**src/rtl/rv32_pkg.sv**
```systemverilog
// Shared RV32 core constants and the write-arbiter state encoding.
package rv32_pkg;

    localparam int XLEN       = 32;
    localparam int REG_ADDR_W = 5;

    // Requester indices on the register-file write port.
    localparam logic WB_PORT = 1'b0;
    localparam logic MC_PORT = 1'b1;

    typedef enum logic {
        CLEAR = 1'b0,
        RUN   = 1'b1
    } wr_arb_state_t;

endpackage

```
**src/rtl/rr_starve_counter.sv**
```systemverilog
// Purpose: counts consecutive cycles the multi-cycle port is stalled; flags when it must win.
// Latency: force_p1 is a registered count compared combinationally, valid the cycle after the stall.
// Backpressure: none of its own; clears whenever port 1 is accepted or withdraws its request.
module rr_starve_counter #(
    parameter int MAX_WAIT = 4
) (
    input  logic clk,
    input  logic reset_n,
    input  logic run,
    input  logic p1_valid,
    input  logic p1_ready,
    output logic force_p1
);

    localparam int CW = $clog2(MAX_WAIT + 1);
    localparam logic [CW-1:0] CNT_MAX = CW'(MAX_WAIT);

    logic [CW-1:0] wait_cnt;

    // Only stalls seen while arbitrating count, so the clear sequence never pre-loads it.
    always_ff @(posedge clk or negedge reset_n) begin
        if (!reset_n) begin
            wait_cnt <= '0;
        end else if (!run || !p1_valid || p1_ready) begin
            wait_cnt <= '0;
        end else if (wait_cnt != CNT_MAX) begin
            wait_cnt <= wait_cnt + 1'b1;
        end
    end

    assign force_p1 = (wait_cnt == CNT_MAX);

endmodule

```
**src/rtl/regfile_write_arbiter.sv**
```systemverilog
// Purpose: shares the register-file write port between writeback (p0) and the multi-cycle unit (p1); clears x1..x31 after reset.
// Latency: accept in cycle N drives rf_we/rf_a3/rf_wd3 in cycle N+1.
// Backpressure: p0 has priority; p1 is forced ahead after MAX_WAIT stalled cycles; both readies low during the clear sequence.
module regfile_write_arbiter #(
    parameter int XLEN     = rv32_pkg::XLEN,
    parameter int NREGS    = 32,
    parameter int MAX_WAIT = 4,
    parameter logic [XLEN-1:0] INIT_VALUE = '0
) (
    input  logic                            clk,
    input  logic                            reset_n,
    input  logic                            p0_valid,
    input  logic [rv32_pkg::REG_ADDR_W-1:0] p0_addr,
    input  logic [XLEN-1:0]                 p0_data,
    output logic                            p0_ready,
    input  logic                            p1_valid,
    input  logic [rv32_pkg::REG_ADDR_W-1:0] p1_addr,
    input  logic [XLEN-1:0]                 p1_data,
    output logic                            p1_ready,
    output logic                            rf_we,
    output logic [rv32_pkg::REG_ADDR_W-1:0] rf_a3,
    output logic [XLEN-1:0]                 rf_wd3,
    output logic                            init_done,
    output logic [rv32_pkg::REG_ADDR_W-1:0] p1_pending_addr
);

    import rv32_pkg::*;

    localparam logic [REG_ADDR_W-1:0] LAST_IDX = REG_ADDR_W'(NREGS - 1);

    wr_arb_state_t         state_q;
    logic [REG_ADDR_W-1:0] clr_idx;
    logic                  force_p1;
    logic                  grant_port;
    logic                  accept;
    logic                  wr_en;
    logic [REG_ADDR_W-1:0] win_addr;
    logic [XLEN-1:0]       win_data;

    rr_starve_counter #(
        .MAX_WAIT (MAX_WAIT)
    ) u_starve (
        .clk      (clk),
        .reset_n  (reset_n),
        .run      (state_q == RUN),
        .p1_valid (p1_valid),
        .p1_ready (p1_ready),
        .force_p1 (force_p1)
    );

    always_comb begin
        p0_ready = 1'b0;
        p1_ready = 1'b0;
        if (state_q == RUN) begin
            p1_ready = p1_valid && (!p0_valid || force_p1);
            p0_ready = p0_valid && !p1_ready;
        end
    end

    assign grant_port      = p1_ready ? MC_PORT : WB_PORT;
    assign accept          = p0_ready || p1_ready;
    assign win_addr        = (grant_port == MC_PORT) ? p1_addr : p0_addr;
    assign win_data        = (grant_port == MC_PORT) ? p1_data : p0_data;
    // x0 is hardwired zero: the transfer completes but nothing reaches the register file.
    assign wr_en           = accept && (win_addr != '0);
    assign p1_pending_addr = (p1_valid && !p1_ready) ? p1_addr : '0;

    always_ff @(posedge clk or negedge reset_n) begin
        if (!reset_n) begin
            state_q   <= CLEAR;
            clr_idx   <= REG_ADDR_W'(1);
            rf_we     <= 1'b0;
            rf_a3     <= '0;
            rf_wd3    <= '0;
            init_done <= 1'b0;
        end else begin
            case (state_q)
                CLEAR: begin
                    rf_we  <= 1'b1;
                    rf_a3  <= clr_idx;
                    rf_wd3 <= INIT_VALUE;
                    if (clr_idx == LAST_IDX) begin
                        state_q   <= RUN;
                        init_done <= 1'b1;
                    end else begin
                        clr_idx <= clr_idx + 1'b1;
                    end
                end
                RUN: begin
                    rf_we <= wr_en;
                    if (wr_en) begin
                        rf_a3  <= win_addr;
                        rf_wd3 <= win_data;
                    end
                end
                default: begin
                    state_q <= CLEAR;
                    rf_we   <= 1'b0;
                end
            endcase
        end
    end

endmodule

```
**config.mk**
```make
export PLATFORM = sky130hd
export DESIGN_NAME = regfile_write_arbiter
export DESIGN_NICKNAME = d
export VERILOG_FILES = /design/src/rtl/rv32_pkg.sv /design/src/rtl/rr_starve_counter.sv /design/src/rtl/regfile_write_arbiter.sv
export SDC_FILE = /design/constraint.sdc
export NUM_CORES = 1
export LEC_CHECK = 0
export ABC_AREA = 1
export ABC_CLOCK_PERIOD_IN_PS = 2600
export CORE_MARGIN = 2
export CORE_UTILIZATION = 35
export DETAILED_ROUTE_END_ITERATION = 6
export PLACE_DENSITY = 0.75
export SLEW_MARGIN = 20
export SYNTH_ARGS = -nofsm -noshare
export SYNTH_HDL_FRONTEND = slang
export SYNTH_HIERARCHICAL = 1
export SYNTH_SLANG_ARGS = --single-unit
```
**constraint.sdc**
```tcl
create_clock -name clk -period 2.6 [get_ports clk]
set_clock_uncertainty 0.1 [all_clocks]
set_input_delay 0.26 -clock clk [delete_from_list [all_inputs] [get_ports clk]]
set_output_delay 0.26 -clock clk [all_outputs]
set_load 0.02 [all_outputs]
```
==> After elaboration in Yosys (flattened, before gate mapping) <==
Cells that the tools add are included.
{ "word_totals": {"reg_bits": 48, "output_inout_bits": 46, "inputBits": 78, "word_cells": 47} }
{ "classes": {"n_mux": 15, "eq_ne": 4, "n_reduce_logical": 17, "bitwise_logic": 2, "n_addsub": 2} }
{ "op_table": {"columns": ["operator", "count"], "rows": [
  ["32-bit 2-to-1 mux", 2],
  ["32-bit case mux with 2 select lines", 1],
  ["5-bit 2-to-1 mux", 3],
  ["5-bit case mux with 2 select lines", 1],
  ["3-bit 2-to-1 mux", 2],
  ["5-bit by 1-bit adder with 5-bit output, second input constant", 1],
  ["5-bit equality test, second input constant", 1],
  ["1-bit zero test", 5],
  ["1-bit 2-to-1 mux", 5],
  ["5-bit nonzero test", 1],
  ["1-bit logical AND", 4],
  ["1-bit logical OR", 4],
  ["2-bit AND reduction", 2],
  ["3-bit by 1-bit adder with 3-bit output, second input constant", 1],
  ["3-bit equality test, second input constant", 1],
  ["3-bit != test, second input constant", 1],
  ["2-bit by 1-bit != test with 1-bit output, second input constant", 1],
  ["1-bit NOT", 2],
  ["1-bit case mux with 2 select lines", 1],
  ["2-bit nonzero test", 1]
]} }

==> Longest topological paths before layout <==
{ "depth": {"word_depth": 10, "depth_mapped": 16, "mapped_depth_nobuf": 14} }

==> By module <==
Netlist, hierarchy kept.
{ "modules_own_cells": {"columns": ["mod", "instances", "seq_area_each_um2", "cells_each", "area_each_um2"], "rows": [
  ["regfile_write_arbiter", 1, 1127.3, 282, 2412.3],
  ["rr_starve_counter", 1, 75.1, 28, 197.7]
]} }

==> Worst setup path before layout <==
Ideal clock, no wire load.
{ "synth_path": {"path_kind": "register to register", "from": "register u_starve.wait_cnt[0]", "to": "register rf_a3[1] (netlist bit)", "t_arrival_ns": 1.724, "setup_time_ns": 0.117, "setup_slack_ns": 0.659, "n_path_buf": 2, "period_less_slack_ns": 1.941, "t_required_ns": 2.383, "path_stages_with_launch": 16, "path_cell_list": "dfrtp_1 inv_4 ha_1 nand2_2 inv_2 inv_1 nand2_4 nand3_4 nand2_1 nand2_1 nor2_2 nand3_2 buf_6 buf_2 nand3_1 nand2_1"} }
{ "synth_via": {"elab_chain_cells": 9, "elab_cells_between_ends": 15, "classes_between": "eq/ne (2); mux (6); reduce/logical (7)"} }
{ "synth_lines": {"columns": ["element", "line_no", "text"], "rows": [
  ["start: declaration", "rr_starve_counter.sv:18", "logic [CW-1:0] wait_cnt;"],
  ["start signal: assignment", "rr_starve_counter.sv:27", "wait_cnt <= wait_cnt + 1'b1;"],
  ["3-bit equality test (*)", "rr_starve_counter.sv:31", "assign force_p1 = (wait_cnt == CNT_MAX);"],
  ["named net force_p1", "regfile_write_arbiter.sv:33", "logic force_p1;"],
  ["1-bit logical OR (*)", "regfile_write_arbiter.sv:55", "p1_ready = p1_valid && (!p0_valid || force_p1);"],
  ["1-bit logical AND (*)", "regfile_write_arbiter.sv:55", null],
  ["1-bit 2-to-1 mux or 1-bit zero test (tied branches)", "regfile_write_arbiter.sv:54, regfile_write_arbiter.sv:56", null],
  ["1-bit 2-to-1 mux or 1-bit logical AND (tied branches)", "regfile_write_arbiter.sv:60, regfile_write_arbiter.sv:56", null],
  ["5-bit 2-to-1 mux or 1-bit 2-to-1 mux (tied branches)", "regfile_write_arbiter.sv:62, regfile_write_arbiter.sv:54", null],
  ["5-bit nonzero test or 1-bit logical OR (tied branches)", "regfile_write_arbiter.sv:65, regfile_write_arbiter.sv:61", null],
  ["1-bit logical AND", "regfile_write_arbiter.sv:65", "assign wr_en = accept && (win_addr != '0);"],
  ["2-bit by 1-bit != test with 1-bit output (no line)", null, null],
  ["end signal: assignment", "regfile_write_arbiter.sv:80", "rf_a3 <= clr_idx;"],
  ["end signal: assignment", "regfile_write_arbiter.sv:92", "rf_a3 <= win_addr;"],
  ["end: declaration", "regfile_write_arbiter.sv:21", "output logic [rv32_pkg::REG_ADDR_W-1:0] rf_a3,"]
]} }
The timed path passes the listed nets; every way through them passes the cells marked *. The select of a mux whose other input is x is not followed.
A chain may end at the register's enable or synchronous reset.

==> Final worst setup path <==
{ "layout_path": {"from": "register u_starve.wait_cnt[0]", "to": "output p1_pending_addr[2] (netlist bit)"} }
{ "layout_via": {"elab_chain_cells": 7} }
{ "layout_lines": {"columns": ["element", "line_no", "text"], "rows": [
  ["3-bit equality test", "rr_starve_counter.sv:31", null],
  ["named net force_p1", "regfile_write_arbiter.sv:33", null],
  ["1-bit logical OR", "regfile_write_arbiter.sv:55", null],
  ["1-bit logical AND", "regfile_write_arbiter.sv:55", null],
  ["1-bit 2-to-1 mux", "regfile_write_arbiter.sv:54", "if (state_q == RUN) begin"],
  ["1-bit zero test", "regfile_write_arbiter.sv:66", "assign p1_pending_addr = (p1_valid && !p1_ready) ? p1_addr : '0;"],
  ["1-bit logical AND", "regfile_write_arbiter.sv:66", null],
  ["5-bit 2-to-1 mux", "regfile_write_arbiter.sv:66", null],
  ["end: declaration", "regfile_write_arbiter.sv:24", "output logic [rv32_pkg::REG_ADDR_W-1:0] p1_pending_addr"]
]} }
The timed path passes the listed nets, and every way through them passes these cells.

==> flow_summary.toml <==
[outcome]
status = "complete, no violations"

[synthesis]
synthMuxAreaShare_pct = 0
ys_ff_latch = 48
synth_compound_area_share_pct = 12.2
yosysTopAreaCellShare_pct = 45.1
seq_area_frac_synth_pct = 46.1
synth_nets = 392
netlist.top_cell.by_area = "dfrtp_1"
synthTopCellsByArea = "dfrtp_1 45%, nand2_1 14%, a22o_1 11%"
ys_warn_count = 6
synth_xor_area_share_pct = 1.01
syn_area_um2 = 2610
synth.avg_cell_area_um2 = 8.42
ys_types = 28
synth_top_family_by_area = "simple AND/OR/NAND/NOR gates"
synthCells = 310
yosys.area_share.simple_pct = 30.0
synthAdderAreaFrac_pct = 1.92

[timing]
layout_min_cycle_time_ps = 2330
clock.fmax_mhz = 429
maxSlewHeadroom_pct = 60.6
rsz0062_at_grt = "false"
hold_viol_final = 0
post-route-period-util_pct = 89.6
report.final.slew_viol_count = 0
worst_slack_ps = 270
finalSetupViolCount = 0
tns_ps = 0
tightest_slew_ps = 590

[place]
port_buffers = 123
post-dp-hpwl_um = 5170
place_area_um2 = 3880
dp_slack_ps = 303
gp_congestion = 0.749

[die]
rows = 31
fp.dieArea_um2 = 8160
io_pins = 124
core_um2 = 7250
die_y_um = 90.4
dieWidth_um = 90.4
start_util_pct = 36.0

[cts]
cts_inserted_buffers = 5
clock_latency_ps = 280
ctsHtreeMaxLevel = 2
clk_pin_slew_ps = 80
cts_tree = "yes"
clock_sinks = 48
clk_path_buf_depth = 2
cts_root_buf = "clkbuf_8"
post_cts_buffers = 0

[setup_path]
worst-endpoint-arrival_ps = 1970
reg2reg_to = "rf_wd3[10]"
r2r_slack_ps = 350
r2r_start = "u_starve/wait_cnt[0]"
cp-end-kind = "output port"
cp.required_ps = 2240
cp-start-kind = "flip-flop"
reg2reg_depth = 15
crit_type = "flip-flop to output port"
crit_path_max_fanout = 7

[power]
ir_worst_vdd_mv = 0.293
p_int_mw = 1.40
p_switching_mw = 0.605
switching_share_pct = 30.2
p_total_mw = 2.00
p_clk_share_pct = 21.8
seqPwrFrac_pct = 44.2
p_comb_share_pct = 33.9
p_per_area_nw_per_um2 = 503
leakagePower_nw = 1.98

[route]
vias = 2454
wl_per_cell_um = 13.2
vias_per_cell = 4.66
first_pass_iters = 5
drtAntennaViolNets = 0
routed_wl_um = 6960
drcViolationCount = 0
first_iter_violations = 56

[finish]
area_growth_pct = 52.6
final_core_util_pct = 54.9
seqCellArea_um2 = 1200
fin_area_um2 = 3980
drive_gt1_share_pct = 8.41
antenna_cells = 0
multi_input_area_um2 = 1180
nNetsFinal = 509
fill_cells = 701

[run]
maxCapViolations = 0

[grt]
grt_max_degree = 49
grt_pass1_vias = 2396
grtUsageTotal_pct = 17.2
antenna_found_initial = 0
grt.overflow.total = 0
grt_pass1_wl_um = 11700

[min_path]
hold_depth = 1
hp-class = "flip-flop to flip-flop"
min_to = "init_done"
hp-start = "init_done"
==> power groups by stage <==
stage	Combinational [mW]	Sequential (mW)	Clock, mW
floorplan	0.232	0.997	0
global placement	0.680	0.897	0
detailed placement	0.689	0.900	0
CTS	0.689	0.887	0.460
global route	0.739	0.897	0.490
finish	0.680	0.886	0.437
==> metrics by stage <==
step                hold WS, ps  std cells
floorplan                  -136        310
global placement            292        518
detailed placement          293        518
CTS                         377        527
global route                395        527
finish                      368        527
==> kinds of logic (layout without fill, tap and decap cells) <==
logic type | Yosys count | after routing
AND/OR/NAND/NOR | 173 | 173
flip-flops | 48 | 48
buffers and inverters | 43 | 161
AO/OA/AOI/OAI | 39 | 39
adder cells (fa/ha/maj) | 4 | 4
XOR/XNOR | 3 | 3
==> worst max path at each step <==
stage | endpoint | slack [ps] | depth (start not counted) | start
after global routing | rf_wd3[5] | 80 | 15 | u_starve/wait_cnt[0]
after detailed placement | p1_pending_addr[2] | 300 | 10 | u_starve/wait_cnt[0]
after CTS | p1_pending_addr[0] | 2 | 10 | u_starve/wait_cnt[0]
after global placement | p1_pending_addr[2] | 360 | 10 | u_starve/wait_cnt[0]
final | p1_pending_addr[2] | 270 | 10 | u_starve/wait_cnt[0]
after floorplan | rf_a3[1] | 660 | 15 | u_starve/wait_cnt[0]
==> layer usage <==
metal  wire length [um]  GRT usage (%)  vias to the layer above
met1               3060           21.5                     1118
met5                  0              0                        -
met4                 31           3.08                        0
li1                   -              -                     1257
met3                375           4.09                        4
met2               3490           30.6                       75
==> layout by cell type (no fill, tap or decap), types with 2 or more instances in the layout <==
cell type / instances
dfrtp_1: 47
o21ai_0: 5
nor2_2: 4
dlymetal6s2s_1: 3
nand4_1: 6
clkbuf_8: 6
nand2_2: 12
xor2_1: 3
nor2_1: 14
nand2_1: 95
dlygate4sd2_1: 4
clkbuf_1: 2
ha_1: 4
nand3_1: 38
buf_4: 6
inv_1: 20
a22o_1: 32
clkdlybuf4s50_1: 115
==> critical path: stages, from the launching register on <==
cell and delay [ps]:
dfrtp_1 400, inv_4 50, ha_1 210, nand2_2 100, inv_2 50, inv_1 80, nand2_4 80, nand3_4 100
nand2_1 140, nor2_1 120, dlygate4sd2_1 350
==> cell usage after synthesis <==
| library cell | n |
|---|---|
| nand2_1 | 95 |
| dfrtp_1 | 47 |
| nand3_1 | 38 |
| a22o_1 | 32 |
| inv_1 | 20 |
| nor2_1 | 14 |
| buf_2 | 13 |
| nand2_2 | 12 |
| nand4_1 | 6 |
| o21ai_0 | 5 |
| ha_1 | 4 |
| nor2_2 | 4 |
| xor2_1 | 3 |
| buf_4 | 2 |
| buf_6 | 2 |
| a21o_1 | 1 |
| a31oi_1 | 1 |
| buf_1 | 1 |
| buf_12 | 1 |
| buf_8 | 1 |
| clkbuf_1 | 1 |
| dfstp_2 | 1 |
| inv_2 | 1 |
| inv_4 | 1 |
| nand2_4 | 1 |
| nand3_2 | 1 |
| nand3_4 | 1 |
| or2_1 | 1 |
==> registers in the layout, summed over array words and instances (netlist names) <==
name               count
clr_idx                5
init_done              1
rf_a3                  5
rf_wd3                32
rf_we                  1
state_q                1
u_starve/wait_cnt      3
==> cell type report <==
cell class,instances,share of cell area [%]
clock buffer,8,2.26
inverter,22,2.14
multi-input combinational,219,29.6
sequential,48,30.2
tap,99,3.11
timing repair buffer,131,32.7
==> what timing repair did <==
item                                    CTS  global route
endpoints found under the hold margin    47             0
resized for setup                         4             3
hold buffers                              1             0
endpoints found under the setup margin    4             3
(Power assumes the default switching activity.)
